## src/rtl/sprite_pkg.sv

```systemverilog
// ---------------------------------------------------------------------------
// sprite_pkg
// Shared types and constants for the sprite compositor.
//   rgb_t        : 12-bit 4:4:4 pixel colour
//   spr_pos_t    : screen coordinate type, same width as hcount/vcount
//   KEY_RGB_DEF  : default transparent colour key
//   MAX_SPRITES  : upper bound on the number of sprite channels
//   multi_hot()  : true when two or more bits of a channel mask are set
// ---------------------------------------------------------------------------
package sprite_pkg;

    localparam int RGB_W       = 12;
    localparam int POS_W_DEF   = 11;
    localparam int MAX_SPRITES = 8;

    typedef logic [RGB_W-1:0]     rgb_t;
    typedef logic [POS_W_DEF-1:0] spr_pos_t;

    localparam rgb_t KEY_RGB_DEF = 12'hF0F;

    // Clearing the lowest set bit leaves something only if another bit was set.
    function automatic logic multi_hot(input logic [MAX_SPRITES-1:0] v);
        return (v & (v - 1'b1)) != '0;
    endfunction

endpackage

```

## src/rtl/sprite_hit_addr.sv

```systemverilog
// ---------------------------------------------------------------------------
// sprite_hit_addr
// Stage-1 hit test and ROM address generation for one sprite channel.
// Ports:
//   i_clk, i_rst          : pixel clock, synchronous active-low reset
//   i_hcount, i_vcount    : current pixel position
//   i_sx, i_sy, i_en      : latched sprite top-left corner and enable
//   i_base                : latched ROM base of the current animation frame
//   o_hit                 : registered, pixel lies inside an enabled sprite
//   o_rom_addr            : registered ROM address, held while not hitting
// ---------------------------------------------------------------------------
module sprite_hit_addr
    import sprite_pkg::*;
#(
    parameter int POS_W  = 11,
    parameter int SPR_W  = 64,
    parameter int SPR_H  = 64,
    parameter int ADDR_W = 20
) (
    input  logic              i_clk,
    input  logic              i_rst,
    input  logic [POS_W-1:0]  i_hcount,
    input  logic [POS_W-1:0]  i_vcount,
    input  logic [POS_W-1:0]  i_sx,
    input  logic [POS_W-1:0]  i_sy,
    input  logic              i_en,
    input  logic [ADDR_W-1:0] i_base,
    output logic              o_hit,
    output logic [ADDR_W-1:0] o_rom_addr
);

    localparam int SHIFT = $clog2(SPR_W);

    logic [POS_W:0]    w_dx;
    logic [POS_W:0]    w_dy;
    logic              w_hit;
    logic [ADDR_W-1:0] w_addr;
    logic              r_hit_p1;
    logic [ADDR_W-1:0] r_addr_p1;

    // One extra bit: a pixel left of / above the sprite wraps to a large
    // unsigned value and so fails the range check, giving clipping for free.
    assign w_dx   = {1'b0, i_hcount} - {1'b0, i_sx};
    assign w_dy   = {1'b0, i_vcount} - {1'b0, i_sy};
    assign w_hit  = i_en && (w_dx < (POS_W+1)'(SPR_W)) && (w_dy < (POS_W+1)'(SPR_H));
    assign w_addr = i_base + (ADDR_W'(w_dy) << SHIFT) + ADDR_W'(w_dx);

    // ---- stage 1 ----
    always_ff @(posedge i_clk) begin
        if (!i_rst) begin
            r_hit_p1  <= 1'b0;
            r_addr_p1 <= '0;
        end else begin
            r_hit_p1 <= w_hit;
            if (w_hit)
                r_addr_p1 <= w_addr;
        end
    end

    assign o_hit      = r_hit_p1;
    assign o_rom_addr = r_addr_p1;

endmodule

```

## src/rtl/sprite_mixer.sv

```systemverilog
// ---------------------------------------------------------------------------
// sprite_mixer
// N-channel sprite compositor overlaying fixed-size ROM sprites on a VGA
// background stream; output is the input delayed exactly 3 clocks.
// Ports:
//   i_clk, i_rst                     : pixel clock, sync active-low reset
//   i_hcount..i_rgb                  : background stream
//   o_hcount..o_rgb                  : composited stream
//   i_spr_x/_y/_en/_base             : per-sprite controls, latched at vblank
//   o_rom_addr / i_rom_data          : per-sprite ROM port, 1-cycle latency
//   o_collide / o_collide_valid      : per-frame collision flags and pulse
// ---------------------------------------------------------------------------
module sprite_mixer
    import sprite_pkg::*;
#(
    parameter int   N_SPRITES = 2,
    parameter int   SPR_W     = 64,
    parameter int   SPR_H     = 64,
    parameter int   POS_W     = 11,
    parameter int   ADDR_W    = 20,
    parameter rgb_t KEY_RGB   = KEY_RGB_DEF
) (
    input  logic                          i_clk,
    input  logic                          i_rst,
    input  logic [POS_W-1:0]              i_hcount,
    input  logic [POS_W-1:0]              i_vcount,
    input  logic                          i_hsync,
    input  logic                          i_vsync,
    input  logic                          i_hblnk,
    input  logic                          i_vblnk,
    input  logic [11:0]                   i_rgb,
    output logic [POS_W-1:0]              o_hcount,
    output logic [POS_W-1:0]              o_vcount,
    output logic                          o_hsync,
    output logic                          o_vsync,
    output logic                          o_hblnk,
    output logic                          o_vblnk,
    output logic [11:0]                   o_rgb,
    input  logic [N_SPRITES*POS_W-1:0]    i_spr_x,
    input  logic [N_SPRITES*POS_W-1:0]    i_spr_y,
    input  logic [N_SPRITES-1:0]          i_spr_en,
    input  logic [N_SPRITES*ADDR_W-1:0]   i_spr_base,
    output logic [N_SPRITES*ADDR_W-1:0]   o_rom_addr,
    input  logic [N_SPRITES*12-1:0]       i_rom_data,
    output logic [N_SPRITES-1:0]          o_collide,
    output logic                          o_collide_valid
);

    localparam int TW = 2*POS_W + 4 + 12;

    logic                        r_vblnk_prev;
    logic [N_SPRITES*POS_W-1:0]  r_sh_x;
    logic [N_SPRITES*POS_W-1:0]  r_sh_y;
    logic [N_SPRITES-1:0]        r_sh_en;
    logic [N_SPRITES*ADDR_W-1:0] r_sh_base;

    logic [TW-1:0]               w_tim_p0;
    logic [TW-1:0]               r_tim_p1;
    logic [TW-1:0]               r_tim_p2;
    logic [N_SPRITES-1:0]        w_hit_p1;
    logic [N_SPRITES-1:0]        r_hit_p2;

    logic [POS_W-1:0]            w_hc_p2;
    logic [POS_W-1:0]            w_vc_p2;
    logic                        w_hs_p2, w_vs_p2, w_hb_p2, w_vb_p2;
    logic [11:0]                 w_bg_p2;
    logic [N_SPRITES-1:0]        w_opaque;
    rgb_t                        w_rgb_p2;
    logic                        w_active;
    logic                        w_pub;

    logic [POS_W-1:0]            r_hc_o, r_vc_o;
    logic                        r_hs_o, r_vs_o, r_hb_o, r_vb_o;
    rgb_t                        r_rgb_o;
    logic [N_SPRITES-1:0]        r_acc;
    logic [N_SPRITES-1:0]        r_collide;
    logic                        r_collide_vld;

    // Sprite parameters only change on the first cycle of vblank.
    always_ff @(posedge i_clk) begin
        if (!i_rst) begin
            r_vblnk_prev <= 1'b0;
            r_sh_x       <= '0;
            r_sh_y       <= '0;
            r_sh_en      <= '0;
            r_sh_base    <= '0;
        end else begin
            r_vblnk_prev <= i_vblnk;
            if (i_vblnk && !r_vblnk_prev) begin
                r_sh_x    <= i_spr_x;
                r_sh_y    <= i_spr_y;
                r_sh_en   <= i_spr_en;
                r_sh_base <= i_spr_base;
            end
        end
    end

    for (genvar g = 0; g < N_SPRITES; g++) begin : g_spr
        sprite_hit_addr #(
            .POS_W  (POS_W),
            .SPR_W  (SPR_W),
            .SPR_H  (SPR_H),
            .ADDR_W (ADDR_W)
        ) u_hit (
            .i_clk      (i_clk),
            .i_rst      (i_rst),
            .i_hcount   (i_hcount),
            .i_vcount   (i_vcount),
            .i_sx       (r_sh_x[g*POS_W +: POS_W]),
            .i_sy       (r_sh_y[g*POS_W +: POS_W]),
            .i_en       (r_sh_en[g]),
            .i_base     (r_sh_base[g*ADDR_W +: ADDR_W]),
            .o_hit      (w_hit_p1[g]),
            .o_rom_addr (o_rom_addr[g*ADDR_W +: ADDR_W])
        );
    end

    assign w_tim_p0 = {i_hcount, i_vcount, i_hsync, i_vsync, i_hblnk, i_vblnk, i_rgb};

    // ---- stage 1 / stage 2 ----
    always_ff @(posedge i_clk) begin
        if (!i_rst) begin
            r_tim_p1 <= '0;
            r_tim_p2 <= '0;
            r_hit_p2 <= '0;
        end else begin
            r_tim_p1 <= w_tim_p0;
            r_tim_p2 <= r_tim_p1;
            r_hit_p2 <= w_hit_p1;
        end
    end

    assign {w_hc_p2, w_vc_p2, w_hs_p2, w_vs_p2, w_hb_p2, w_vb_p2, w_bg_p2} = r_tim_p2;

    // Walk from the highest index down so the lowest opaque sprite wins.
    always_comb begin
        w_opaque = '0;
        w_rgb_p2 = w_bg_p2;
        for (int i = N_SPRITES-1; i >= 0; i--) begin
            w_opaque[i] = r_hit_p2[i] && (i_rom_data[i*12 +: 12] != KEY_RGB);
            if (w_opaque[i])
                w_rgb_p2 = i_rom_data[i*12 +: 12];
        end
        if (w_hb_p2 || w_vb_p2)
            w_rgb_p2 = '0;
    end

    assign w_active = !(w_hb_p2 || w_vb_p2);
    assign w_pub    = w_vb_p2 && !r_vb_o;

    // ---- stage 3 ----
    always_ff @(posedge i_clk) begin
        if (!i_rst) begin
            r_hc_o  <= '0;
            r_vc_o  <= '0;
            r_hs_o  <= 1'b0;
            r_vs_o  <= 1'b0;
            r_hb_o  <= 1'b0;
            r_vb_o  <= 1'b0;
            r_rgb_o <= '0;
        end else begin
            r_hc_o  <= w_hc_p2;
            r_vc_o  <= w_vc_p2;
            r_hs_o  <= w_hs_p2;
            r_vs_o  <= w_vs_p2;
            r_hb_o  <= w_hb_p2;
            r_vb_o  <= w_vb_p2;
            r_rgb_o <= w_rgb_p2;
        end
    end

    // Publishing happens in vblank, so it never collides with accumulation.
    always_ff @(posedge i_clk) begin
        if (!i_rst) begin
            r_acc         <= '0;
            r_collide     <= '0;
            r_collide_vld <= 1'b0;
        end else begin
            r_collide_vld <= w_pub;
            if (w_pub) begin
                r_collide <= r_acc;
                r_acc     <= '0;
            end else if (w_active && multi_hot(MAX_SPRITES'(w_opaque))) begin
                r_acc <= r_acc | w_opaque;
            end
        end
    end

    assign o_hcount        = r_hc_o;
    assign o_vcount        = r_vc_o;
    assign o_hsync         = r_hs_o;
    assign o_vsync         = r_vs_o;
    assign o_hblnk         = r_hb_o;
    assign o_vblnk         = r_vb_o;
    assign o_rgb           = r_rgb_o;
    assign o_collide       = r_collide;
    assign o_collide_valid = r_collide_vld;

endmodule

```

## config.mk

```make
export PLATFORM = sky130hd
export DESIGN_NAME = sprite_mixer
export DESIGN_NICKNAME = d
export VERILOG_FILES = /design/src/rtl/sprite_pkg.sv /design/src/rtl/sprite_hit_addr.sv /design/src/rtl/sprite_mixer.sv
export SDC_FILE = /design/constraint.sdc
export NUM_CORES = 1
export LEC_CHECK = 0
export ABC_AREA = 0
export ABC_CLOCK_PERIOD_IN_PS = 7350
export BUFFER_PORTS_ARGS = -buffer_cell sky130_fd_sc_hd__buf_2
export CAP_MARGIN = 20
export CELL_PAD_IN_SITES_DETAIL_PLACEMENT = 1
export CELL_PAD_IN_SITES_GLOBAL_PLACEMENT = 1
export CORE_UTILIZATION = 46
export DETAILED_ROUTE_END_ITERATION = 6
export PLACE_DENSITY = 0.87
export SETUP_SLACK_MARGIN = 0.15
export SYNTH_ARGS = -nofsm -noshare
export SYNTH_HDL_FRONTEND = slang
export SYNTH_HIERARCHICAL = 1
export SYNTH_SLANG_ARGS = --single-unit
```

## constraint.sdc

```tcl
create_clock -name i_clk -period 7.35 [get_ports i_clk]
set_input_delay 1.47 -clock i_clk [delete_from_list [all_inputs] [get_ports i_clk]]
set_output_delay 1.47 -clock i_clk [all_outputs]
set_load 0.01 [all_outputs]
```

==> results of run 1 <==
-- cells by family after synthesis --
group / after synthesis
AO/OA/AOI/OAI: 350
XOR/XNOR: 47
adder cells (fa/ha/maj): 122
buffers and inverters: 174
flip-flops: 249
multiplexers: 29
AND/OR/NAND/NOR: 534
-- placed cells by master (no fill, tap or decap), drive strengths merged, types with 5 or more instances in the layout --
cell type	count
dfxtp	249
nand2	240
buf	237
inv	109
and2	108
ha	104
a21boi	88
a21oi	61
o21ai	56
nor2	51
clkbuf	37
xnor2	36
nand3	34
mux2i	27
a21o	26
nor3	20
fa	18
a211oi	15
o21a	12
nand2b	12
xor2	11
and3	10
nor2b	10
o31ai	10
clkinv	10
a31oi	9
o21bai	9
or3	9
a221oi	8
o22ai	5
a22oi	5
or2	5
o211ai	5
a2111oi	5
nor4	5
o311ai	5
-- sequential cells by signal, indices dropped and copies added (netlist names), 2 cells and up --
register,cells
o_collide,2
r_tim_p2,38
o_vcount,11
r_sh_base,40
r_sh_y,22
o_rgb,12
g_spr.u_hit/o_rom_addr,40
o_hcount,11
g_spr.u_hit/o_hit,2
r_sh_en,2
r_acc,2
r_sh_x,22
r_hit_p2,2
r_tim_p1,38
-- per-layer routing --
layer / track usage, % / vias up / wire (um)
li1: - / 5567 / -
met1: 33.3 / 5570 / 17200
met2: 48.6 / 318 / 19900
met3: 3.72 / 83 / 1900
met4: 9.86 / 0 / 1250
met5: 0 / - / 0
-- critical path, stage by stage --
cell and delay, ps:
buf_2 130, inv_1 60, ha_1 160, inv_1 60, fa_1 420, a211oi_1 320, o21ai_1 190, a41oi_2 270
mux2i_1 220, nor2_1 130, fa_1 550, inv_1 50, ha_1 420, and4_1 290, a41oi_1 210, o31ai_1 390
xnor2_1 130, o31ai_1 180
-- worst max path at each step --
stage	to	slack (ps)
floorplan	g_spr[1].u_hit/o_rom_addr[18]$_SDFFE_PN0P_	2190
global placement	g_spr[1].u_hit/o_rom_addr[16]$_SDFFE_PN0P_	1850
detailed placement	g_spr[1].u_hit/o_rom_addr[18]$_SDFFE_PN0P_	1700
CTS	g_spr[1].u_hit/o_rom_addr[19]$_SDFFE_PN0P_	2220
global route	g_spr[1].u_hit/o_rom_addr[19]$_SDFFE_PN0P_	1830
finish	g_spr[1].u_hit/o_rom_addr[19]$_SDFFE_PN0P_	2150
-- power breakdown --
group	internal, mW	switching [mW]	leakage (nW)	total (mW)
clock network	0.804	0.582	0.441	1.39
registers	1.40	0.0255	2.04	1.43
logic	0.433	0.665	4.53	1.10
total	2.64	1.27	7.01	3.91
-- cell type report --
type                       instances  area share (%)
clock inverter                    14           0.946
clock buffer                      37            4.94
timing repair buffer             237            7.82
sequential                       249            32.2
antenna                            2          0.0323
inverter                         110            2.67
multi-input combinational       1082            48.3
tap                              378            3.06
==> metrics.md, run 1 <==
| Metric | Value |
|---|---|
| Status | `finished, final reports clean` |
| Number of synthesized register bits | `249` |
| Clock slew at reported path FFs | `60 ps` |
| Worst EP required | `7810 ps` |
| Dpl hpwl | `29.1 mm` |
| Simple-Gate Fraction of Synth Area | `19.9%` |
| Period utilization | `70.7%` |
| Vias/cell | `5.47` |
| Critical Path AT | `5660 ps` |
| Fin cells | `2109` |
| Critical path endpoint category | `register` |
| Top_reg_cell synth | `dfxtp_1` |
| Final net count | `1980` |
| Layout cells sized above 1 | `17.8%` |
| CTS Root Cell | `clkbuf_16` |
| Max_cap viols | `0` |
| Post-Synthesis Cells | `1505` |
| Unrepaired setup endpoints after global routing | `false` |
| Pin count of the biggest net entering global routing | `107` |
| Synth area leaders | `dfxtp_1 38%, ha_1 9.9%, nand2_1 6.9%` |
| Number of global-route vias before repair | `12000` |
| Gr usage total | `27.3%` |
| Via count | `11500` |
| Core ar. | `0.0279 sq mm` |
| Global-route wire length before repair | `62.7 mm` |
| Final Hold Vio Count | `0` |
| Mux cell area share after synthesis | `2.23%` |
| Final Worst Setup Slack | `2150 ps` |
| Placed insts | `2056` |
| Post-synthesis async set-or-reset flop share | `0%` |
| Routed len/inst | `19.1 um` |
| Pre-antenna DRT Iters | `5` |
| Placement Cell Area | `0.0146 sq mm` |
| Worst-Skew Late Latency | `550 ps` |
| Top-count cell post-synth | `dfxtp_1` |
| Num CTS Buffers | `28` |
| Hold Crit Start | `r_tim_p2[15]$_SDFF_PN0_` |
| CTS H-tree depth | `1` |
| Top cells by count, synth | `249 x dfxtp_1, 240 x nand2_1, 109 x inv_1` |
| Clock buffer depth | `3` |
| Worst slew pin tran | `985 ps` |
| P&R area growth vs syn | `17.8%` |
| Crit. Startpoint | `i_hcount[0]` |
| Die Wd | `171 um` |
| Complex-gate fraction of the synthesized area | `18.8%` |
| # IOs | `231` |
| Hold crit path type | `register to register` |
| R2R Setup Slk | `2880 ps` |
| Count of final setup violators | `0` |
| Yosys top cell by area | `dfxtp_1` |
| Height of the die | `171 um` |
| Largest family of logic cells by synthesized area | `simple AND/OR/NAND/NOR gates` |
| Layout Utilization | `55.4%` |
| Worst setup path category | `input port to register` |
| Post-layout min period | `5200 ps` |
| Max_slew headroom | `34.4%` |
| Mean Syn Cell Area | `8.73 sq um` |
| Setup TNS | `0 ps` |
| Slew Limit Fails | `0` |
| DRC Markers | `0` |
| DP Worst Slack | `1700 ps` |
| Hold WS | `437 ps` |
| Drt initial violations | `743` |
| CTS Hold Buffers Added | `0` |
| IR drop worst, VDD | `0.175 mV` |
| Post-Synth XOR/XNOR Area | `3.19%` |
| Area of the multi-input gates | `0.00748 sq mm` |
| Worst hold path depth | `1` |
| Max Clock Freq | `192 MHz` |
| Area share of fa/ha/maj cells after synthesis | `12.6%` |
| Hold Crit Endpoint | `o_hsync$_SDFF_PN0_` |
| Cell row count | `61` |
| Cell area after layout | `0.0155 sq mm` |
| Power per Cell Area | `253 mW/mm^2` |
| Reg2reg end | `g_spr[1].u_hit/o_rom_addr[19]$_SDFFE_PN0P_` |
| Setup crit start kind | `input port` |
| Worst reg2reg path depth | `16` |
| RePlAce Congestion | `0.885` |
| Setup bufs post-CTS | `0` |
| Clock sink total | `249` |
| Die area | `0.0292 sq mm` |
| Yosys top cell area share | `37.9%` |
| Sequential cell area | `0.00498 sq mm` |
| CTS tree | `yes` |
| EDFF count, synth | `0` |
| Synth warnings | `6` |
| Total Wirelength | `40.2 mm` |
| Buffers on Ports | `230` |
| # resized after CTS | `0` |
| Worst Skew | `16.5 ps` |
| Total power | `3.91 mW` |
| Antenna Nets Post-Route | `0` |
| Reg-to-reg startpoint | `r_sh_x[11]$_SDFFE_PN0P_` |
| Initial antenna violation count | `0` |
| Starting density of the core | `47.0%` |
| Synthesized Nets | `1777` |
| Crit-path max FO | `8` |
| Leak Pwr | `7.01 nW` |
| Filler cell count | `3383` |
| Post-Syn Area | `0.0131 sq mm` |
| Global route overflow | `0` |
| Sequential fraction of the synthesis area | `37.9%` |
| Synth unique cells | `84` |
Note: power is estimated with default switching activity, not from simulation.
==> inputs of run 2 (changes only) <==
--- a/config.mk
+++ b/config.mk
@@ -5,15 +5,15 @@
 export SDC_FILE = /design/constraint.sdc
 export NUM_CORES = 1
 export LEC_CHECK = 0
-export ABC_AREA = 0
-export ABC_CLOCK_PERIOD_IN_PS = 7350
+export ABC_AREA = 1
+export ABC_CLOCK_PERIOD_IN_PS = 5000
 export BUFFER_PORTS_ARGS = -buffer_cell sky130_fd_sc_hd__buf_2
 export CAP_MARGIN = 20
 export CELL_PAD_IN_SITES_DETAIL_PLACEMENT = 1
 export CELL_PAD_IN_SITES_GLOBAL_PLACEMENT = 1
-export CORE_UTILIZATION = 46
+export CORE_UTILIZATION = 41
 export DETAILED_ROUTE_END_ITERATION = 6
-export PLACE_DENSITY = 0.87
+export PLACE_DENSITY = 0.82
 export SETUP_SLACK_MARGIN = 0.15
 export SYNTH_ARGS = -nofsm -noshare
 export SYNTH_HDL_FRONTEND = slang
==> constraint.sdc (replaced) <==
create_clock -name i_clk -period 5 [get_ports i_clk]
set_input_delay 1 -clock i_clk [delete_from_list [all_inputs] [get_ports i_clk]]
set_output_delay 1 -clock i_clk [all_outputs]
set_load 0.01 [all_outputs]
==> run 2 against run 1 <==
Final area is 7.9% higher. Count of clock-buffer cells in the layout rose by 4. Power grew 57%. Utilization is 6.9 points lower. Critical path depth is 8 higher. Sequential share of layout area is 2.4 points lower. Hold slack worse by 25 ps. Non-clock buffer count up 2. Critical path type unchanged. Highest routed layer unchanged.
==> metrics.md, run 2 <==
| Metric | Value |
|---|---|
| R2R Setup Slk | `1230 ps` |
| Critical Path AT | `4510 ps` |
| Int Power | `3.98 mW` |
| Final net count | `2571` |
| Die area | `0.0356 sq mm` |
| Gr usage total | `23.7%` |
| Number of synthesized register bits | `249` |
| Leak Pwr | `9.24 nW` |
| IR drop worst, VDD | `0.240 mV` |
| Setup bufs post-CTS | `0` |
| Pre-antenna DRT Iters | `5` |
| Global route overflow | `0` |
| Most frequent cells in the layout | `508 x nand2_1, 359 x nor2_1, 328 x inv_1, 249 x dfxtp_1, 229 x buf_2` |
| Metal3 WL | `1.40 mm` |
| Sequential fraction of the synthesis area | `34.8%` |
| Core ar. | `0.0345 sq mm` |
| Hold Crit Start | `r_tim_p1[15]$_SDFF_PN0_` |
| Crit-path max FO | `4` |
| Drt initial violations | `443` |
| Commonest non-fill, non-tap cell in the layout | `nand2_1` |
| Max incr delay on CP | `540 ps` |
| Clk pwr share | `33.5%` |
| CTS tree | `yes` |
| Reg-to-reg startpoint | `r_sh_x[11]$_SDFFE_PN0P_` |
| Top cells by count, synth | `508 x nand2_1, 359 x nor2_1, 328 x inv_1` |
| Num CTS Buffers | `28` |
| Total Wirelength | `42.1 mm` |
| Most common cell on crit path | `nand2_1` |
| Global-route wire length before repair | `68.9 mm` |
| Synth area leaders | `dfxtp_1 35%, nand2_1 13%, nor2_1 9.4%` |
| Die Wd | `189 um` |
| Net Sw Frac | `35.4%` |
| Top Layer Used | `met4` |
| Yosys top cell by area | `dfxtp_1` |
| Total power | `6.16 mW` |
| Worst-Skew Late Latency | `560 ps` |
| Worst setup path category | `input port to register` |
| Switching pwr | `2.18 mW` |
| Period utilization | `81.0%` |
| Dpl hpwl | `33.0 mm` |
| Worst slew pin tran | `754 ps` |
| Hold crit path type | `register to register` |
| Starting density of the core | `41.5%` |
| Clock sink total | `249` |
| CP Buf/Inv Count | `4` |
| Met1 wire length | `18.7 mm` |
| Worst reg2reg path depth | `24` |
| P&R area growth vs syn | `16.8%` |
| Layout cells sized above 1 | `15.2%` |
| Crit path max-delay family | `simple AND/OR/NAND/NOR gates` |
| Antenna Nets Post-Route | `0` |
| Clock buffer depth | `3` |
| CTS H-tree depth | `1` |
| Met2 wire len | `20.6 mm` |
| Clock slew at reported path FFs | `60 ps` |
| # resized after CTS | `0` |
| Unrepaired setup endpoints after global routing | `false` |
| Worst EP required | `5460 ps` |
| Post-layout min period | `4050 ps` |
| # IOs | `231` |
| Count of final setup violators | `0` |
| Max Clock Freq | `247 MHz` |
| Cell row count | `68` |
| Post-Syn Area | `0.0143 sq mm` |
| Max_cap viols | `0` |
| Number of global-route vias before repair | `14200` |
| Critical path endpoint category | `register` |
| Initial antenna violation count | `2` |
| Top_reg_cell synth | `dfxtp_1` |
| Final Hold Vio Count | `0` |
| Synthesized Nets | `2364` |
| Slew Limit Fails | `0` |
| Via count | `13600` |
| EDFF count, synth | `0` |
| Reg2reg end | `g_spr[1].u_hit/o_rom_addr[18]$_SDFFE_PN0P_` |
| Max stage delay cell, worst path | `fa_1` |
| CTS Hold Buffers Added | `0` |
| RePlAce Congestion | `0.911` |
| Power per Cell Area | `368 mW/mm^2` |
| Mean Syn Cell Area | `6.84 sq um` |
| Vias/cell | `4.89` |
| Combinational share of power | `32.1%` |
| Post-Synthesis Cells | `2092` |
| Synth unique cells | `42` |
| Hold Crit Endpoint | `r_tim_p2[15]$_SDFF_PN0_` |
| Worst Skew | `14.6 ps` |
| CTS Root Cell | `clkbuf_16` |
| Setup crit start kind | `input port` |
| Setup TNS | `0 ps` |
| Buffers on Ports | `230` |
| Post-synthesis async set-or-reset flop share | `0%` |
| Pin count of the biggest net entering global routing | `102` |
| Yosys top cell area share | `34.8%` |
| Max_slew headroom | `49.7%` |
| Status | `finished, final reports clean` |
| WP depth | `26` |
| Filler cell count | `4633` |
| DRC Markers | `0` |
| Height of the die | `189 um` |
| Worst hold path depth | `2` |
| Top-count cell post-synth | `nand2_1` |
| Register share of total power | `34.4%` |
| Routed len/inst | `15.2 um` |
| Synth warnings | `6` |
run 2: power by group through the flow:
stage / Sequential, mW / Clock, mW / Combinational [mW]
after CTS: 2.12 / 2.13 / 1.98
after detailed placement: 2.16 / 0 / 1.96
after global placement: 2.16 / 0 / 1.90
after global routing: 2.12 / 2.21 / 2.24
final: 2.12 / 2.07 / 1.97
after floorplan: 2.15 / 0 / 1.43
run 2: cell families (layout without fill, tap and decap cells):
| kind of cell | Yosys count | in the layout | synth area share, % |
|---|---|---|---|
| adder cells (fa/ha/maj) | 122 | 122 | 11.6 |
| buffers and inverters | 405 | 634 | 11.6 |
| AO/OA/AOI/OAI | 202 | 202 | 8.06 |
| XOR/XNOR | 39 | 39 | 2.39 |
| flip-flops | 249 | 249 | 34.8 |
| AND/OR/NAND/NOR | 1075 | 1075 | 31.5 |
| other | 0 | 3 | 0 |
run 2: stage by stage:
stage                     hold slack, ps  cell area, sq um  instances  utilization, %  setup WS, ps
after floorplan                      390             14300       2092               -          1040
after global placement               392             15700       2723            45.6           557
after detailed placement             398             15700       2723            45.6           389
after CTS                            406             16700       2775            48.4           993
after global routing                 428             16700       2778            48.5           670
final                                411             16700       2779            48.5           950
run 2: worst min-delay path, delay by kind of cell (launching register included):
kind	cells	cell delay, ps
flip-flops	1	300
AND/OR/NAND/NOR	1	50
buffers and inverters	1	40
run 2: worst max-delay path by stage:
| stage | startpoint | end | slack [ps] |
|---|---|---|---|
| 2_1_floorplan | i_hcount[0] | g_spr[1].u_hit/o_rom_addr[18]$_SDFFE_PN0P_ | 1040 |
| 5_1_grt | i_hcount[0] | g_spr[1].u_hit/o_rom_addr[19]$_SDFFE_PN0P_ | 670 |
| 3_3_place_gp | i_hcount[0] | g_spr[1].u_hit/o_rom_addr[18]$_SDFFE_PN0P_ | 560 |
| 6_report | i_hcount[0] | g_spr[1].u_hit/o_rom_addr[18]$_SDFFE_PN0P_ | 950 |
| 4_1_cts | i_hcount[0] | g_spr[1].u_hit/o_rom_addr[18]$_SDFFE_PN0P_ | 990 |
| 3_5_place_dp | i_hcount[0] | g_spr[1].u_hit/o_rom_addr[18]$_SDFFE_PN0P_ | 390 |
run 2: final cells by class:
| cell class | count | area, sq um | share of cell area [%] |
|---|---|---|---|
| Sequential cell | 249 | 4980 | 29.8 |
| Multi-Input combinational cell | 1438 | 7670 | 45.9 |
| Tap cell | 455 | 569 | 3.41 |
| Timing Repair Buffer | 239 | 1240 | 7.45 |
| Inverter | 343 | 1290 | 7.71 |
| Antenna cell | 3 | 7.51 | 0.0449 |
| Clock buffer | 41 | 840 | 5.02 |
| Clock inverter | 11 | 106 | 0.637 |
run 2: metal layers:
layer | vias up | GRT usage [%]
li1 | 6852 | -
met2 | 260 | 43.3
met5 | - | 0
met1 | 6390 | 28.6
met3 | 85 | 2.59
met4 | 0 | 8.41
